<file path="src/rtl/regfile_wb_scheduler_if.sv">
// regfile_wb_scheduler_if: writeback, issue, hazard-check and register-file write bundle; master drives requests, slave is the scheduler
interface regfile_wb_scheduler_if #(parameter int XLEN = 32, parameter int AW = 5);
  logic            alu_valid;
  logic [AW-1:0]   alu_rd;
  logic [XLEN-1:0] alu_data;
  logic            alu_ready;
  logic            lsu_valid;
  logic [AW-1:0]   lsu_rd;
  logic [XLEN-1:0] lsu_data;
  logic            lsu_ready;
  logic            issue_valid;
  logic [AW-1:0]   issue_rd;
  logic [AW-1:0]   chk_rs1;
  logic [AW-1:0]   chk_rs2;
  logic [AW-1:0]   chk_rd;
  logic            hazard;
  logic            reg_write;
  logic [AW-1:0]   write_reg;
  logic [XLEN-1:0] write_data;
  modport master (
    output alu_valid, alu_rd, alu_data, lsu_valid, lsu_rd, lsu_data,
           issue_valid, issue_rd, chk_rs1, chk_rs2, chk_rd,
    input  alu_ready, lsu_ready, hazard, reg_write, write_reg, write_data
  );
  modport slave (
    input  alu_valid, alu_rd, alu_data, lsu_valid, lsu_rd, lsu_data,
           issue_valid, issue_rd, chk_rs1, chk_rs2, chk_rd,
    output alu_ready, lsu_ready, hazard, reg_write, write_reg, write_data
  );
endinterface

</file>
<file path="src/rtl/regfile_wb_scheduler.sv">
// regfile_wb_scheduler: round-robin ALU/LSU writeback arbiter with busy scoreboard; ports clk, reset, bus (slave: handshakes, issue, hazard check, regfile write)
module regfile_wb_scheduler #(
  parameter int XLEN = 32,
  parameter int AW   = 5
) (
  input logic                 clk,
  input logic                 reset,
  regfile_wb_scheduler_if.slave bus
);
  localparam int N = 2 ** AW;
  logic            rr_ptr;
  logic [N-1:0]    busy;
  logic            grant_lsu;
  logic            grant_any;
  logic [AW-1:0]   g_rd;
  logic [XLEN-1:0] g_data;
  logic [N-1:0]    set_mask;
  logic [N-1:0]    clr_mask;
  logic            reg_write;
  logic [AW-1:0]   write_reg;
  logic [XLEN-1:0] write_data;
  function automatic logic hit(input logic [AW-1:0] r, input logic [N-1:0] b, input logic we, input logic [AW-1:0] wr);
    return r != '0 && (b[r] || (we && wr == r));
  endfunction
  always_comb begin
    grant_lsu = bus.lsu_valid && (!bus.alu_valid || rr_ptr);
    grant_any = bus.alu_valid || bus.lsu_valid;
    g_rd      = grant_lsu ? bus.lsu_rd : bus.alu_rd;
    g_data    = grant_lsu ? bus.lsu_data : bus.alu_data;
    set_mask  = (bus.issue_valid && bus.issue_rd != '0) ? {{(N-1){1'b0}}, 1'b1} << bus.issue_rd : '0;
    clr_mask  = (grant_any && g_rd != '0) ? {{(N-1){1'b0}}, 1'b1} << g_rd : '0;
  end
  assign bus.alu_ready  = bus.alu_valid && !grant_lsu;
  assign bus.lsu_ready  = grant_lsu;
  assign bus.reg_write  = reg_write;
  assign bus.write_reg  = write_reg;
  assign bus.write_data = write_data;
  assign bus.hazard     = hit(bus.chk_rs1, busy, reg_write, write_reg) ||
                          hit(bus.chk_rs2, busy, reg_write, write_reg) ||
                          hit(bus.chk_rd,  busy, reg_write, write_reg);
  always_ff @(posedge clk) begin
    if (reset) begin
      busy       <= '0;
      rr_ptr     <= 1'b0;
      reg_write  <= 1'b0;
      write_reg  <= '0;
      write_data <= '0;
    end else begin
      busy      <= (busy & ~clr_mask) | set_mask;
      reg_write <= grant_any && g_rd != '0;
      if (bus.alu_valid && bus.lsu_valid) rr_ptr <= !grant_lsu;
      if (grant_any) begin
        write_reg  <= g_rd;
        write_data <= g_data;
      end
    end
  end
endmodule

</file>
<file path="src/flat_wrapper.sv">
// flat-port wrapper written by rule: the top's interface ports become plain ports
module regfile_wb_scheduler_flat 
#(
  parameter int XLEN = 32,
  parameter int AW   = 5
)
  (clk, reset, bus_alu_valid, bus_alu_rd, bus_alu_data, bus_lsu_valid, bus_lsu_rd, bus_lsu_data, bus_issue_valid, bus_issue_rd, bus_chk_rs1, bus_chk_rs2, bus_chk_rd, bus_alu_ready, bus_lsu_ready, bus_hazard, bus_reg_write, bus_write_reg, bus_write_data);
  regfile_wb_scheduler_if #(.XLEN(XLEN), .AW(AW)) bus_i ();
  input logic clk;
  input logic reset;
  input wire logic [$bits(bus_i.alu_valid)-1:0] bus_alu_valid;
  input wire logic [$bits(bus_i.alu_rd)-1:0] bus_alu_rd;
  input wire logic [$bits(bus_i.alu_data)-1:0] bus_alu_data;
  input wire logic [$bits(bus_i.lsu_valid)-1:0] bus_lsu_valid;
  input wire logic [$bits(bus_i.lsu_rd)-1:0] bus_lsu_rd;
  input wire logic [$bits(bus_i.lsu_data)-1:0] bus_lsu_data;
  input wire logic [$bits(bus_i.issue_valid)-1:0] bus_issue_valid;
  input wire logic [$bits(bus_i.issue_rd)-1:0] bus_issue_rd;
  input wire logic [$bits(bus_i.chk_rs1)-1:0] bus_chk_rs1;
  input wire logic [$bits(bus_i.chk_rs2)-1:0] bus_chk_rs2;
  input wire logic [$bits(bus_i.chk_rd)-1:0] bus_chk_rd;
  output wire logic [$bits(bus_i.alu_ready)-1:0] bus_alu_ready;
  output wire logic [$bits(bus_i.lsu_ready)-1:0] bus_lsu_ready;
  output wire logic [$bits(bus_i.hazard)-1:0] bus_hazard;
  output wire logic [$bits(bus_i.reg_write)-1:0] bus_reg_write;
  output wire logic [$bits(bus_i.write_reg)-1:0] bus_write_reg;
  output wire logic [$bits(bus_i.write_data)-1:0] bus_write_data;
  assign bus_i.alu_valid = bus_alu_valid;
  assign bus_i.alu_rd = bus_alu_rd;
  assign bus_i.alu_data = bus_alu_data;
  assign bus_i.lsu_valid = bus_lsu_valid;
  assign bus_i.lsu_rd = bus_lsu_rd;
  assign bus_i.lsu_data = bus_lsu_data;
  assign bus_i.issue_valid = bus_issue_valid;
  assign bus_i.issue_rd = bus_issue_rd;
  assign bus_i.chk_rs1 = bus_chk_rs1;
  assign bus_i.chk_rs2 = bus_chk_rs2;
  assign bus_i.chk_rd = bus_chk_rd;
  assign bus_alu_ready = bus_i.alu_ready;
  assign bus_lsu_ready = bus_i.lsu_ready;
  assign bus_hazard = bus_i.hazard;
  assign bus_reg_write = bus_i.reg_write;
  assign bus_write_reg = bus_i.write_reg;
  assign bus_write_data = bus_i.write_data;
  regfile_wb_scheduler #(.XLEN(XLEN), .AW(AW)) u_core (.clk(clk), .reset(reset), .bus(bus_i));
endmodule
</file>
<file path="config.mk">
export PLATFORM = sky130hd
export DESIGN_NAME = regfile_wb_scheduler_flat
export DESIGN_NICKNAME = d
export VERILOG_FILES = /design/src/rtl/regfile_wb_scheduler_if.sv /design/src/rtl/regfile_wb_scheduler.sv /design/src/flat_wrapper.sv
export SDC_FILE = /design/constraint.sdc
export NUM_CORES = 1
export LEC_CHECK = 0
export BUFFER_PORTS_ARGS = -buffer_cell sky130_fd_sc_hd__buf_4
export CAP_MARGIN = 20
export CORE_ASPECT_RATIO = 1.1
export CORE_MARGIN = 4
export CORE_UTILIZATION = 55
export CTS_CLUSTER_SIZE = 30
export DETAILED_ROUTE_END_ITERATION = 6
export GPL_TIMING_DRIVEN = 1
export PLACE_DENSITY = 0.86
export SLEW_MARGIN = 10
export SYNTH_ARGS = -nofsm -noshare
export SYNTH_HDL_FRONTEND = slang
export SYNTH_SLANG_ARGS = --single-unit
</file>
<file path="constraint.sdc">
create_clock -name clk -period 5.7 [get_ports clk]
set_clock_uncertainty 0.15 [all_clocks]
set_input_delay 0.57 -clock clk [delete_from_list [all_inputs] [get_ports clk]]
set_output_delay 0.57 -clock clk [all_outputs]
set_load 0.03 [all_outputs]
</file>
==> results.yml <==
pwr:
  p_leak_nw: 2.23
  power.density_nw_per_um2: 226
  vdd_drop_max_uv: 124
yosys:
  synthFlopType: "dfxtp_1"
  ys_ff_latch: 71
  syn_area_um2: 4240
  synth_warnings: 0
  async_reset_ff_share_pct: 0
  synth_edf_count: 0
  synth_nets: 592
  ys_types: 46
  yosysSeqAreaShare_pct: 33.5
  postSynthAreaPerCell_um2: 8.60
  synth_cells: 493
global_routing:
  grt_start_max_net_pins: 72
  grt_overflow_total: 0
  antenna_found_initial: 0
  grt_pass1_vias: 4267
  grt.total_usage_pct: 27.8
  grt_pass1_wl_mm: 20.5
timing:
  setup_viol: 0
  hold_viol_final: 0
  min_period_ns: 2.94
  finalCritPeriodShare_pct: 51.6
  relSlewSlack_pct: 45.3
  tns_ns: 0
  max_freq_mhz: 340
  setup_ws_ns: 2.76
  rsz0062_at_grt: "no"
  tightest_slew_ns: 0.816
  report.final.slew_viol_count: 0
clock_tree:
  cts_buffer_depth: 2
  cts_tree: "done"
  htree_levels: 3
  cts_resized: 0
  postCtsSetupRepairBufs: 0
  cts_sinks: 71
  clockRootBuffer: "clkbuf_8"
  cts_buffers: 9
  clkTransAtPathRegs_ns: 0.08
  ctsHoldBuffers: 0
  clk_latency_ns: 0.35
floorplanning:
  std_cell_rows: 33
  start_util_pct: 56.7
  die_area_um2: 9180
  core-area_um2: 7470
  die_h_um: 100
  die_w_um: 91.7
  ios: 140
finish:
  layout_commonest_cell: "buf_4"
  mostFrequentLayoutCells: "143 x buf_4, 95 x nand2_1, 71 x dfxtp_1, 49 x nor2_1, 36 x a21oi_1"
  final_nets: 702
  drive_gt1_share_pct: 31.3
  final_util_pct: 72.6
  syn_to_final_growth_pct: 28.0
  final_cells: 713
  antenna_cells: 0
detailed_routing:
  vias: 4353
  wl_per_cell_um: 18.0
  drc_errors: 0
  ant_nets: 0
  drtIter0Drc: 378
  dr.pass1.iters: 5
  viasPerCell: 6.11
  wl_mm: 12.9
worst_setup_path:
  cp_top_family: "multiplexers"
  cp_slowest_stage_delay_ns: 0.53
  worstPathArrival_ns: 2.22
  critical_path.max_fanout: 10
  r2r.worst_path.cells: 5
  crit_top_cell: "buf_4"
  start_kind: "primary input"
  r2r_end: "u_core.busy[23]"
  critPathCaptureType: "output port"
  crit_type: "in -> out"
  worstPathCellList: "buf_4 > mux4_2 > nor2b_1 > a211oi_1 > a21oi_1 > a22oi_1 > nand4b_1 > buf_4"
  reg2reg_from: "u_core.rr_ptr"
  crit_slowest_cell: "mux4_2"
  crit_buf_inv: 2
  r2r_slack_ns: 2.94
  required_ns: 4.98
hold_path:
  worstHoldEndpoint: "u_core.bus.write_data[7]"
  holdPathStages: 3
  hold_start: "bus_lsu_data[7]"
  hold_class: "in -> reg"
placement:
  placed_cells: 697
  preCtsSetupSlack_ns: 2.67
  numPortBuffers: 139
  routabilityCongestion: 0.881
  dp_hpwl_mm: 9.28
run_status:
  status: "finished clean"
run:
  cap_violations: 0
[final cells by class]
type                    instances  area, um2
multi-input cells             372       2590
fillers                       574       2050
flip-flops and latches         71       1420
repair buffers                143       1070
clock buffers                  10        138
well taps                     105        131
clock inverters                 6       43.8
inverters                       6       22.5
[worst min-delay path, stage by stage]
cell	delay (ns)
buf_4	0.11
nand2_1	0.04
a311oi_1	0.07
[per-stage QoR]
step | cell area, um2 | power, mW | hold WS [ns]
after floorplan | 4240 | 0.734 | 0.305
after global placement | 5240 | 0.851 | 0.321
after detailed placement | 5240 | 0.859 | 0.337
after CTS | 5420 | 1.23 | 0.316
after global routing | 5420 | 1.28 | 0.324
final | 5420 | 1.22 | 0.323
[cells by family after synthesis]
kind of cell / Yosys count / synth area share [%]
xor gates and xnor gates: 15 / 3.10
DFF: 71 / 33.5
muxes: 40 / 16.4
AOI/OAI and AO/OA: 124 / 21.9
buffers and inverters: 50 / 5.26
and+or+nand+nor: 193 / 19.8
[Yosys cell counts, drive strengths merged (2+ instances only)]
library cell / count / area [um2]
nor4: 2 / 12.5
or4: 2 / 15.0
o31ai: 8 / 60.1
nor2b: 7 / 43.8
mux2: 7 / 78.8
nand2: 95 / 357
mux4: 21 / 495
a31oi: 8 / 68.8
o21ai: 4 / 35.0
dfxtp: 71 / 1420
buf: 16 / 95.1
and3: 4 / 25.0
nor3: 6 / 30.0
mux2i: 12 / 120
nand4: 3 / 18.8
inv: 6 / 22.5
clkbuf: 28 / 105
a21oi: 37 / 189
and2: 3 / 18.8
nand3: 11 / 55.1
o41ai: 23 / 201
xor2: 3 / 26.3
nor3b: 6 / 45.0
a211oi: 7 / 52.6
a311oi: 32 / 280
nor2: 49 / 184
xnor2: 12 / 105
[power breakdown]
part / total, mW / internal [mW] / switching [mW]
Clock: 0.374 / 0.172 / 0.202
Sequential: 0.543 / 0.522 / 0.0207
Combinational: 0.307 / 0.128 / 0.179
[metal layers]
layer | track usage, % | up-vias | part of all wire, %
met2 | 46.3 | 215 | 51
met3 | 7.05 | 33 | 8.2
met5 | 0 | - | 0
met1 | 34.0 | 2040 | 38
met4 | 12.5 | 0 | 2.8
li1 | - | 2065 | -
[worst max path at each step]
stage | start | to | slack (ns) | cells past startpoint
after floorplan | bus_chk_rs1[2] | bus_hazard | 2.87 | 5
after global placement | bus_alu_valid | u_core.busy[23] | 2.79 | 7
after detailed placement | bus_alu_valid | u_core.busy[25] | 2.67 | 7
after CTS | bus_chk_rd[0] | bus_hazard | 2.75 | 8
after global routing | bus_chk_rd[0] | bus_hazard | 2.67 | 8
final | bus_chk_rd[0] | bus_hazard | 2.76 | 8
Note: power is estimated with default switching activity, not from simulation.
